## src/rtl/pipeline_hazard_unit.sv

```systemverilog
// Hazard controller for the 5-stage MIPS pipeline: forwarding selects, load-use and HI/LO stalls, redirect flushes, mult/div busy timer.
// Optional stall/flush performance counters are built only when HAZARD_PERF_CNT_EN is defined.
module pipeline_hazard_unit #(
  parameter int MULDIV_LATENCY = 8,
  parameter int CNT_W          = 16
) (
  input  logic             CLK,
  input  logic             RESET_N,
  input  logic [4:0]       RS_D,
  input  logic [4:0]       RT_D,
  input  logic [4:0]       RS_E,
  input  logic [4:0]       RT_E,
  input  logic [4:0]       WRITEREG_E,
  input  logic [4:0]       WRITEREG_M,
  input  logic [4:0]       WRITEREG_WB,
  input  logic             REGWRITE_E,
  input  logic             REGWRITE_M,
  input  logic             REGWRITE_WB,
  input  logic             MEMTOREG_E,
  input  logic             PCSRC_M,
  input  logic             MULDIV_START_E,
  input  logic             USES_HILO_D,
  output logic [1:0]       FORWARDA_E,
  output logic [1:0]       FORWARDB_E,
  output logic             STALL_F,
  output logic             STALL_D,
  output logic             FLUSH_D,
  output logic             FLUSH_E,
  output logic             FLUSH_M,
  output logic             MULDIV_BUSY
`ifdef HAZARD_PERF_CNT_EN
  ,
  input  logic             PERF_CLR,
  output logic [CNT_W-1:0] STALL_CNT,
  output logic [CNT_W-1:0] FLUSH_CNT
`endif
);

  localparam logic [7:0] MD_LAT = 8'(MULDIV_LATENCY);

  logic [7:0] md_cnt;
  logic       lw_stall;
  logic       md_stall;
  logic       any_stall;

  // M result is younger than WB, so it takes priority when both match.
  function automatic logic [1:0] fwd_sel(input logic [4:0] src);
    if (REGWRITE_M && (WRITEREG_M != 5'd0) && (WRITEREG_M == src))
      return 2'b10;
    else if (REGWRITE_WB && (WRITEREG_WB != 5'd0) && (WRITEREG_WB == src))
      return 2'b01;
    else
      return 2'b00;
  endfunction

  always_comb begin
    FORWARDA_E = fwd_sel(RS_E);
    FORWARDB_E = fwd_sel(RT_E);
  end

  assign lw_stall  = MEMTOREG_E && REGWRITE_E && (WRITEREG_E != 5'd0) &&
                     ((WRITEREG_E == RS_D) || (WRITEREG_E == RT_D));
  assign md_stall  = MULDIV_BUSY && USES_HILO_D;
  assign any_stall = lw_stall || md_stall;

  // A redirect overrides any stall so the new PC is accepted.
  assign STALL_F = any_stall && !PCSRC_M;
  assign STALL_D = any_stall && !PCSRC_M;
  assign FLUSH_E = any_stall || PCSRC_M;
  assign FLUSH_D = PCSRC_M;
  assign FLUSH_M = PCSRC_M;

  // A mult/div in E during a redirect is wrong-path and must not start the timer.
  always_ff @(posedge CLK or negedge RESET_N) begin
    if (!RESET_N)
      md_cnt <= 8'd0;
    else if (MULDIV_START_E && !PCSRC_M)
      md_cnt <= MD_LAT;
    else if (md_cnt != 8'd0)
      md_cnt <= md_cnt - 8'd1;
  end

  assign MULDIV_BUSY = (md_cnt != 8'd0);

`ifdef HAZARD_PERF_CNT_EN
  always_ff @(posedge CLK or negedge RESET_N) begin
    if (!RESET_N) begin
      STALL_CNT <= '0;
      FLUSH_CNT <= '0;
    end else if (PERF_CLR) begin
      STALL_CNT <= '0;
      FLUSH_CNT <= '0;
    end else begin
      if (STALL_D && (STALL_CNT != '1))
        STALL_CNT <= STALL_CNT + 1'b1;
      if (PCSRC_M && (FLUSH_CNT != '1))
        FLUSH_CNT <= FLUSH_CNT + 1'b1;
    end
  end
`endif

endmodule
```

## config.mk

```make
export PLATFORM = sky130hd
export DESIGN_NAME = pipeline_hazard_unit
export DESIGN_NICKNAME = d
export VERILOG_FILES = /design/src/rtl/pipeline_hazard_unit.sv
export SDC_FILE = /design/constraint.sdc
export NUM_CORES = 1
export LEC_CHECK = 0
export ABC_AREA = 1
export CAP_MARGIN = 30
export CORE_MARGIN = 5
export CORE_UTILIZATION = 39
export DETAILED_ROUTE_END_ITERATION = 10
export HOLD_SLACK_MARGIN = 0.08
export PLACE_DENSITY = 0.82
export RECOVER_POWER = 100
export SETUP_SLACK_MARGIN = 0.05
export SKIP_LAST_GASP = 1
export SYNTH_ARGS = -nofsm -noshare
export SYNTH_HDL_FRONTEND = slang
export SYNTH_SLANG_ARGS = --single-unit
export TNS_END_PERCENT = 50
```

## constraint.sdc

```tcl
create_clock -name CLK -period 2.05 [get_ports CLK]
set_clock_uncertainty 0.1 [all_clocks]
set_input_delay 0.3075 -clock CLK [delete_from_list [all_inputs] [get_ports CLK]]
set_output_delay 0.3075 -clock CLK [all_outputs]
set_load 0.1 [all_outputs]
```

# == Yosys cells after proc, flatten, opt, wreduce, memory -nomap -nowiden ==
# Cells that the tools add are included.
# totals
regBits,8
in_bits,44
out_inout_bits,10
wordCells,35
# op_classes
n_addsub,1
eq_ne,6
n_mux,6
reduce_logical,21
# ops
cell,n
$eq 5x5->1,6
$mux 8,2
$reduce_bool 5->1,3
$logic_and 1x1->1,12
$reduce_bool 8->1,1
$sub 8x1->8 const B,1
$mux 2,2
$logic_or 1x1->1,3
$mux 1,2
$reduce_bool 2->1,1
$logic_not 1->1,1

# == Depth between registers and ports, before layout ==
# Gate-level depths: netlist (run 1).
# depth
ltp_word,5
depth_mapped,9

# == Worst setup path after synthesis (run 1) ==
# Ideal clock, no wire load.
# synth_path
path_type,input-to-output
from,input WRITEREG_M[0]
to,output FORWARDA_E[0]
arrival_time_ns,3.920
slack_ns,-2.278
cell_stages,4
n_path_buf,0
cell_sequence,xnor2_1 -> nand4_1 -> nor3_1 -> nor2_1
# synth_via
elab_chain_len,4
elab_cells_between_ends,5
cone_classes,1 x eq/ne; 1 x mux; 3 x reduce/logical
# synth_rtl
item,line,source
from (decl),14,"input logic [4:0] WRITEREG_M,"
$reduce_bool 5->1,48,if (REGWRITE_M && (WRITEREG_M != 5'd0) && (WRITEREG_M == src))
$logic_and 1x1->1,48,
$logic_and 1x1->1 (*),48,
$mux 2 (*),48,
to (decl),23,"output logic [1:0] FORWARDA_E,"
# Every way passes the cells marked *; elsewhere a longest branch is shown, timed or not.

# == Worst setup path in the final report (run 1) ==
# layout_path
from,register md_cnt[0]
to,output FLUSH_E
# layout_via
elab_chain_len,4
# layout_rtl
item,line,source
from (decl),41,logic [7:0] md_cnt;
from (signal assigned),80,md_cnt <= md_cnt - 8'd1;
$reduce_bool 8->1,83,assign MULDIV_BUSY = (md_cnt != 8'd0);
$logic_and 1x1->1,63,assign md_stall = MULDIV_BUSY && USES_HILO_D;
$logic_or 1x1->1,64,assign any_stall = lw_stall || md_stall;
$logic_or 1x1->1,69,assign FLUSH_E = any_stall || PCSRC_M;
to (decl),28,"output logic FLUSH_E,"
# Every way passes these cells.

==> results of run 1 <==
-- kinds of logic after synthesis --
family / after synthesis / share of synthesized area [%]
XOR/XNOR: 25 / 22.4
AND/OR/NAND/NOR: 75 / 36.1
buffers and inverters: 30 / 12.7
adder cells (fa/ha/maj): 2 / 2.56
flip-flops: 8 / 20.5
AO/OA/AOI/OAI: 11 / 5.76
-- through the flow --
stage                     power [mW]  TNS (ns)
after detailed placement        1.13     -1.43
final                           1.36         0
after global placement          1.10    -0.968
after floorplan                0.861    -0.678
after CTS                       1.30   -0.0250
after global routing            1.45    -0.157
-- worst max path at each step --
| stage | from | to | slack (ns) | cells past startpoint |
|---|---|---|---|---|
| after CTS | RT_D[1] | STALL_F | -0.01 | 10 |
| final | md_cnt[0] | FLUSH_E | 0.01 | 8 |
| after detailed placement | WRITEREG_M[3] | FORWARDA_E[0] | -0.33 | 7 |
| after global routing | md_cnt[0] | FLUSH_E | -0.04 | 8 |
| after floorplan | md_cnt[0] | STALL_F | -0.30 | 8 |
| after global placement | WRITEREG_M[3] | FORWARDA_E[0] | -0.23 | 7 |
-- layout make-up --
type / instances / area, µm²
multi-input cells: 113 / 823
clock buffers: 3 / 22.5
flip-flops and latches: 8 / 200
inverters: 27 / 115
repair buffers: 68 / 728
fillers: 161 / 505
well taps: 30 / 37.5
-- critical path, delay by kind of cell, from the launching register on --
family        cells  cell delay (ns)
fa+ha+maj         1             0.14
buf+inv           3             0.47
flops             1             0.39
simple gates      4             0.37
-- layer usage --
metal | global-route usage, % | part of all wire (%) | up-vias
li1 | - | - | 606
met1 | 20.9 | 34 | 590
met2 | 44.3 | 55 | 63
met3 | 4.10 | 7.9 | 16
met4 | 8.54 | 2.9 | 0
met5 | 0 | 0 | -
-- power breakdown --
part / total [mW] / internal [mW] / switching (mW)
clock network: 0.122 / 0.0671 / 0.0547
registers: 0.275 / 0.227 / 0.0479
logic: 0.959 / 0.412 / 0.546
total: 1.36 / 0.707 / 0.649
-- layout by cell type (no fill, tap or decap), drive strengths merged, types with 4 or more instances in the layout --
master	synthesis	final
dlygate4sd2	0	26
inv	26	25
nor2	20	20
o21ai	6	6
clkdlybuf4s50	0	9
buf	3	25
dlymetal6s2s	0	6
nand4	6	6
clkbuf	0	4
nand3	8	8
xor2	10	10
a21oi	4	4
xnor2	15	15
nand2	32	32
dfrtp	8	8
nor3	8	8
-- repair_timing --
item | 4_1_cts | 5_1_grt
buffers inserted | 4 | 1
gates resized for setup | 34 | 13
endpoints found under the setup margin | 7 | 8
pin swaps | 13 | 13
==> results_dict.tcl, run 1 <==
set metrics [dict create \
    ys_seq_area_share_pct 20.5 \
    netlist.area_leader.share_pct 20.5 \
    worstSetupPathType "reg2out" \
    ff2ff_path_depth 8 \
    run_status "finished clean" \
    vias 1275 \
    cts_buffers 3 \
    fmax_mhz 491 \
    insertion_delay_ns 0.25 \
    ant_nets 0 \
    fin_util_pct 79.2 \
    ir_worst_vdd_uv 749 \
    dpl_worst_slack_ns -0.326 \
    placed_area_um2 1820 \
    htree_levels 1 \
    synthToLayoutAreaGrowth_pct 97.2 \
    synth.distinct_cells 23 \
    min_period_over_period_pct 99.4 \
    synth_cells 151 \
    cap_violations 0 \
    cts_tree "built" \
    slew-limit-headroom_pct 73.0 \
    synthTopCellsByArea "dfrtp_1 20%, xnor2_1 13%, nand2_1 12%" \
    r2r_start "md_cnt[0]" \
    end_kind "output port" \
    ys_top_cells_by_count "30 x nand2_1, 22 x inv_1, 19 x nor2_1, 15 x xnor2_1, 10 x xor2_1" \
    first_pass_iters 5 \
    largest_reg_flops 8 \
    dp_hpwl_um 2890 \
    antenna_found_initial 0 \
    synth-main-ff-cell "dfrtp_1" \
    rows 18 \
    cts-root-buf "clkbuf_4" \
    slew_violations 0 \
    syn_area_um2 977 \
    critical_path_arrival_ns 1.63 \
    synth-async-reset-ratio_pct 100 \
    cp_max_fo 2 \
    cts_hold_buf 0 \
    r2r_setup_slack_ns 0.40 \
    start_kind "register" \
    synth_nets 197 \
    initial_core_util_pct 40.2 \
    yosys.area.top_type "dfrtp_1" \
    drive_above_1_share_pct 26.5 \
    slowest_stage "dfrtp_1" \
    dieArea_um2 3610 \
    antennaDiodeCount 0 \
    p_per_area_nw_per_um2 704 \
    place.gp.congestion 0.894 \
    fin_area_um2 1930 \
    die_x_um 60.1 \
    place.detailed.instances 241 \
    ys_seq_elements 8 \
    clock_path_buffers 2 \
    io_pins 54 \
    vias_per_cell 5.12 \
    stdcell_count 249 \
    setup_ws_ns 0.0130 \
    top_register "md_cnt" \
    routed_wl_um 3720 \
    worst-endpoint-required_ns 1.64 \
    crit_top_cell "nand3_4" \
    hold_viol_final 0 \
    drcViolationCount 0 \
    clk_pin_slew_ns 0.05 \
    grt_max_degree 9 \
    finalCriticalPeriod_ns 2.04 \
    grt_pass1_vias 1330 \
    r2r_end "md_cnt[3]" \
    routedWlPerCell_um 15.0 \
    grt_overflow_total 0 \
    setup_violations 0 \
    rsz0062_at_grt "true" \
    finalHoldWorstSlack_ns 0.311 \
    grt_pass1_wl_um 5920 \
    clock-sinks 8 \
    top_regs "md_cnt x8" \
    fp.coreArea_um2 2430 \
    p_leak_nw 0.997 \
    portBuffers 53 \
    hold_class "in2async" \
    grtUsageTotal_pct 21.8 \
    synth_edf_count 0 \
    worst_pin_slew_ns 0.402 \
    critical_path.cell_chain "inv_2 > ha_4 > nand3_4 > nor3_4 > bufinv_8 > nand2_4 > nand3_4 > buf_12" \
    die_y_um 60.1 \
    critPathMaxStageDelay_ns 0.39 \
    synth_most_common_cell "nand2_1" \
    dr.first_iter.drc_count 46 \
    layout.nets 267 \
    yosys_warnings 0 \
    syn_area_per_cell_um2 6.47 \
]
Power figures use the tool's default switching activity.
==> run 2, diff against run 1 <==
- CORE_UTILIZATION: 39 -> 35
- PLACE_DENSITY: 0.82 -> 0.78
- clock period: 2.05 -> 1.65 ns (I/O delays scaled with it)
==> run 2 against run 1 <==
- the run now ends with negative setup slack left
- first-iteration DRC count is 26% lower
- worst hold slack lost 0.085 ns
- worst setup slack got worse by 0.34 ns
- critical path depth unchanged
- via count is 0.71% higher
- non-clock buffer count increased by 12
==> results_dict.tcl, run 2 (same netlist as run 1, synthesis figures left out) <==
set metrics [dict create \
    ff2ff_path_depth 8 \
    cts_hold_buf 0 \
    r2r_start "md_cnt[1]" \
    dp_hpwl_um 2780 \
    drcViolationCount 0 \
    clock-sinks 8 \
    slew-limit-headroom_pct 75.5 \
    failed_checks "negative setup slack" \
    layout.nets 279 \
    routedWlPerCell_um 13.2 \
    dr.first_iter.drc_count 34 \
    grt_pass1_wl_um 5800 \
    portBuffers 53 \
    fmax_mhz 507 \
    fin_area_um2 2040 \
    slowest_stage "dfrtp_1" \
    grtUsageTotal_pct 17.7 \
    antenna_found_initial 0 \
    die_x_um 62.8 \
    p_total_mw 1.78 \
    clk_pin_slew_ns 0.06 \
    fin_util_pct 75.2 \
    slew_violations 0 \
    crit_start "md_cnt[1]" \
    setup_violations 5 \
    setup_ws_ns -0.324 \
    placed_area_um2 1930 \
    start_kind "register" \
    ant_nets 0 \
    grt_overflow_total 0 \
    cap_violations 0 \
    fp.coreArea_um2 2710 \
    clock_path_buffers 2 \
    dieArea_um2 3950 \
    finalCriticalPeriod_ns 1.97 \
    p_leak_nw 1.07 \
    cp_max_fo 2 \
    p_per_area_nw_per_um2 871 \
    hold_class "in2async" \
    worst-endpoint-required_ns 1.30 \
    routed_wl_um 3450 \
    end_kind "output port" \
    insertion_delay_ns 0.27 \
    die_y_um 62.8 \
    critPathMaxStageDelay_ns 0.39 \
    final_common_cell "nand2_1" \
    vias_per_cell 4.90 \
    antennaDiodeCount 0 \
    run_status "finished with violations" \
    rows 19 \
    top_regs "md_cnt x8" \
    grt_pass1_vias 1413 \
    vias 1284 \
    worstSetupPathType "reg2out" \
    htree_levels 1 \
    r2r_end "md_cnt[7]" \
    critical_path_arrival_ns 1.63 \
    first_pass_iters 4 \
    min_period_over_period_pct 120 \
    ir_worst_vdd_uv 1020 \
    r2r_setup_slack_ns -0.03 \
    drive_above_1_share_pct 39.8 \
    rsz0062_at_grt "true" \
    grt_max_degree 9 \
    critical_path.cell_chain "inv_2 > ha_4 > nand3_4 > nor3_4 > bufinv_8 > nand2_4 > nand3_4 > buf_12" \
    hold_viol_final 0 \
    cts-root-buf "clkbuf_4" \
    cts_buffers 3 \
    place.gp.congestion 0.919 \
    fin_setup_tns_ns -1.29 \
    largest_reg_flops 8 \
    top_register "md_cnt" \
    synthToLayoutAreaGrowth_pct 109 \
    fillCellCount 191 \
    initial_core_util_pct 36.1 \
    crit_top_cell "nand3_4" \
    worst_pin_slew_ns 0.366 \
    io_pins 54 \
    cts_tree "built" \
    final_cell_mix "27 x nand2_1, 20 x inv_1, 19 x buf_6" \
]
## run 2: cell count changes in the layout (fill, tap and decap cells not counted), moves of 2 or more
cell,before,now
nor2_1,17,15
clkdlybuf4s50_1,9,7
clkbuf_4,3,5
dlygate4sd2_1,26,9
buf_4,13,16
nor2_4,3,5
buf_12,10,7
buf_6,2,19
buf_2,0,9
dlymetal6s2s_1,6,8
## run 2: area by class of cell
class	instances	area [µm²]	area share, %
clock buffer	3	22.5	1.10
inverter	27	115	5.65
multi-input combinational	113	853	41.9
sequential	8	200	9.82
tap	31	38.8	1.90
timing repair buffer	80	808	39.7
## run 2: power breakdown
| part | leakage [nW] | switching (mW) | internal [mW] |
|---|---|---|---|
| combinational | 0.956 | 0.681 | 0.605 |
| clock | 0.0138 | 0.0741 | 0.0837 |
| sequential | 0.101 | 0.0490 | 0.283 |
| total | 1.07 | 0.805 | 0.971 |
## run 2: how the worst max path moves through the flow
stage,endpoint,slack [ns],depth (start not counted)
floorplan,STALL_F,-0.64,8
global route,FLUSH_E,-0.41,8
global placement,FORWARDA_E[0],-0.47,7
detailed placement,FORWARDA_E[0],-0.57,7
finish,FLUSH_E,-0.32,8
CTS,FLUSH_E,-0.35,8
## run 2: critical path: cells and delay by family (launching register included)
kind          cells  cell delay [ns]
simple gates      4             0.36
fa+ha+maj         1             0.14
flops             1             0.39
buf+inv           3             0.47
## run 2: per-stage QoR
| step | std cells | hold WS [ns] | worst slack, ns |
|---|---|---|---|
| 2_1_floorplan | 151 | -0.148 | -0.642 |
| 3_3_place_gp | 254 | 0.439 | -0.468 |
| 3_5_place_dp | 254 | 0.453 | -0.567 |
| 4_1_cts | 261 | 0.165 | -0.348 |
| 5_1_grt | 262 | 0.268 | -0.411 |
| 6_report | 262 | 0.226 | -0.324 |
## run 2: metal layers
metal	vias up	GRT usage [%]	part of all wire (%)
li1	631	-	-
met1	586	18.6	38
met2	60	33.4	53
met3	7	4.14	6.8
met4	0	7.16	2.0
met5	-	0	0
## run 2: timing repair
action | 4_1_cts | 5_1_grt
gates resized for setup | 95 | 27
endpoints found under the hold margin | 0 | 0
endpoints found under the setup margin | 8 | 13
pin swaps | 18 | 23
buffers inserted | 4 | 1
==> run 3, diff against run 2 <==
- clock period: 1.65 -> 1.8 ns (I/O delays scaled with it)
==> run 3 against run 2 <==
- the flow still finishes with violations (negative setup slack)
- via count shrank 4.0%
- non-clock buffer count shrank 6
- critical path depth is the same
- sequential share of layout area grew 0.46 points
- clock power shrank 12%
- design area shrank 4.5%
- highest routed layer unchanged
==> results_dict.tcl, run 3 (same netlist as run 1, synthesis figures left out) <==
set metrics [dict create \
    run_status "finished with violations" \
    failed_checks "negative setup slack" \
    dieArea_um2 3950 \
    critical_path_arrival_ns 1.61 \
    hold_viol_final 0 \
    ff2ff_path_depth 9 \
    fmax_mhz 505 \
    fin_util_pct 71.8 \
    worstSetupPathType "reg2out" \
    dpl_worst_slack_ns -0.426 \
    start_kind "register" \
    drcViolationCount 0 \
    die_y_um 62.8 \
    crit_buf_inv 3 \
    r2r_start "md_cnt[1]" \
    grt_overflow_total 0 \
    final_common_cell "nand2_1" \
    dr.first_iter.drc_count 49 \
    fp.coreArea_um2 2710 \
    first_pass_iters 4 \
    initial_core_util_pct 36.1 \
    slew_violations 0 \
    routedWlPerCell_um 12.1 \
    place.gp.congestion 0.789 \
    fillCellCount 224 \
    crit_start "md_cnt[1]" \
    cp_max_fo 2 \
    path_delay_family "buffers and inverters" \
    cts_tree "built" \
    grt_pass1_vias 1294 \
    synthToLayoutAreaGrowth_pct 99.2 \
    portBuffers 53 \
    htree_levels 1 \
    grtUsageTotal_pct 16.5 \
    finalCriticalPeriod_ns 1.98 \
    top_regs "md_cnt x8" \
    top_register "md_cnt" \
    end_kind "output port" \
    final_cell_mix "28 x nand2_1, 20 x inv_1, 17 x nor2_1, 17 x dlygate4sd2_1, 15 x buf_4" \
    hold_class "in2async" \
    worst_pin_slew_ns 0.373 \
    grt_max_degree 9 \
    layout.nets 273 \
    ir_worst_vdd_uv 1060 \
    min_period_over_period_pct 110 \
    p_total_mw 1.52 \
    worst-endpoint-required_ns 1.43 \
    setup_ws_ns -0.180 \
    cts-root-buf "clkbuf_4" \
    antennaDiodeCount 0 \
    r2r_setup_slack_ns 0.22 \
    rows 19 \
    die_x_um 62.8 \
    p_leak_nw 0.983 \
    slowest_stage "dfrtp_1" \
    io_pins 54 \
    cap_violations 0 \
    antenna_found_initial 0 \
    vias 1232 \
    clock-sinks 8 \
    routed_wl_um 3090 \
    slew-limit-headroom_pct 75.1 \
    ant_nets 0 \
    worst-path-stages 8 \
    vias_per_cell 4.81 \
    crit_top_cell "nand3_4" \
    dp_hpwl_um 2650 \
    r2r_end "md_cnt[0]" \
    grt_pass1_wl_um 5400 \
    critical_path.cell_chain "inv_2 > ha_4 > nand3_4 > nor3_4 > bufinv_8 > nand2_8 > nand3_4 > buf_12" \
    critPathMaxStageDelay_ns 0.39 \
    clock_path_buffers 2 \
    p_per_area_nw_per_um2 780 \
    cts_buffers 3 \
    drive_above_1_share_pct 31.1 \
    rsz0062_at_grt "true" \
    insertion_delay_ns 0.26 \
    largest_reg_flops 8 \
    clk_pin_slew_ns 0.06 \
    setup_violations 6 \
]
==> run 3: final cells by class <==
cell class              count  area (µm²)  share of cell area (%)
clock buffers               3        22.5                    1.16
inverters                  27         115                    5.91
multi-input cells         113         817                    42.0
flip-flops and latches      8         200                    10.3
well taps                  31        38.8                    1.99
repair buffers             74         753                    38.7
==> run 3: routing by layer <==
layer | vias up | track usage [%] | share of wire [%]
met5 | - | 0 | 0
met2 | 47 | 30.4 | 52
met1 | 561 | 17.9 | 39
li1 | 619 | - | -
met4 | 0 | 6.63 | 1.2
met3 | 5 | 3.60 | 7.4
==> run 3: power by group <==
group	total, mW	switching [mW]	internal [mW]	leakage [nW]
clock network	0.139	0.0622	0.0764	0.0138
logic	1.07	0.585	0.484	0.868
registers	0.312	0.0525	0.259	0.101
total	1.52	0.700	0.819	0.983
==> run 3: metrics by stage <==
step                TNS (ns)  hold WS (ns)  cells  area, µm²
floorplan              -1.68        -0.126    151       1110
global placement       -2.04         0.379    248       1860
detailed placement     -2.43         0.393    248       1860
CTS                   -0.830         0.201    255       1950
global route           -1.24         0.312    256       1950
finish                -0.832         0.259    256       1950
==> run 3: what timing repair did <==
action,in CTS,in global routing
gates cloned,0,0
hold buffers,0,0
resized for setup,68,5
setup endpoints to repair,8,8
pin swaps,19,5
buffers inserted,4,1
==> run 3: worst register-to-register path, delay by kind of cell, from the launching register on <==
kind / cells / cell delay (ns)
buf+inv: 3 / 0.45
flops: 1 / 0.39
simple gates: 4 / 0.35
fa+ha+maj: 1 / 0.14
compound gates: 1 / 0.07
==> run 3: worst max-delay path by stage <==
stage                     to  slack (ns)
3_3_place_gp   FORWARDA_E[0]       -0.37
5_1_grt              FLUSH_E       -0.25
3_5_place_dp   FORWARDA_E[0]       -0.43
6_report             FLUSH_E       -0.18
2_1_floorplan        STALL_F       -0.51
4_1_cts              FLUSH_E       -0.19
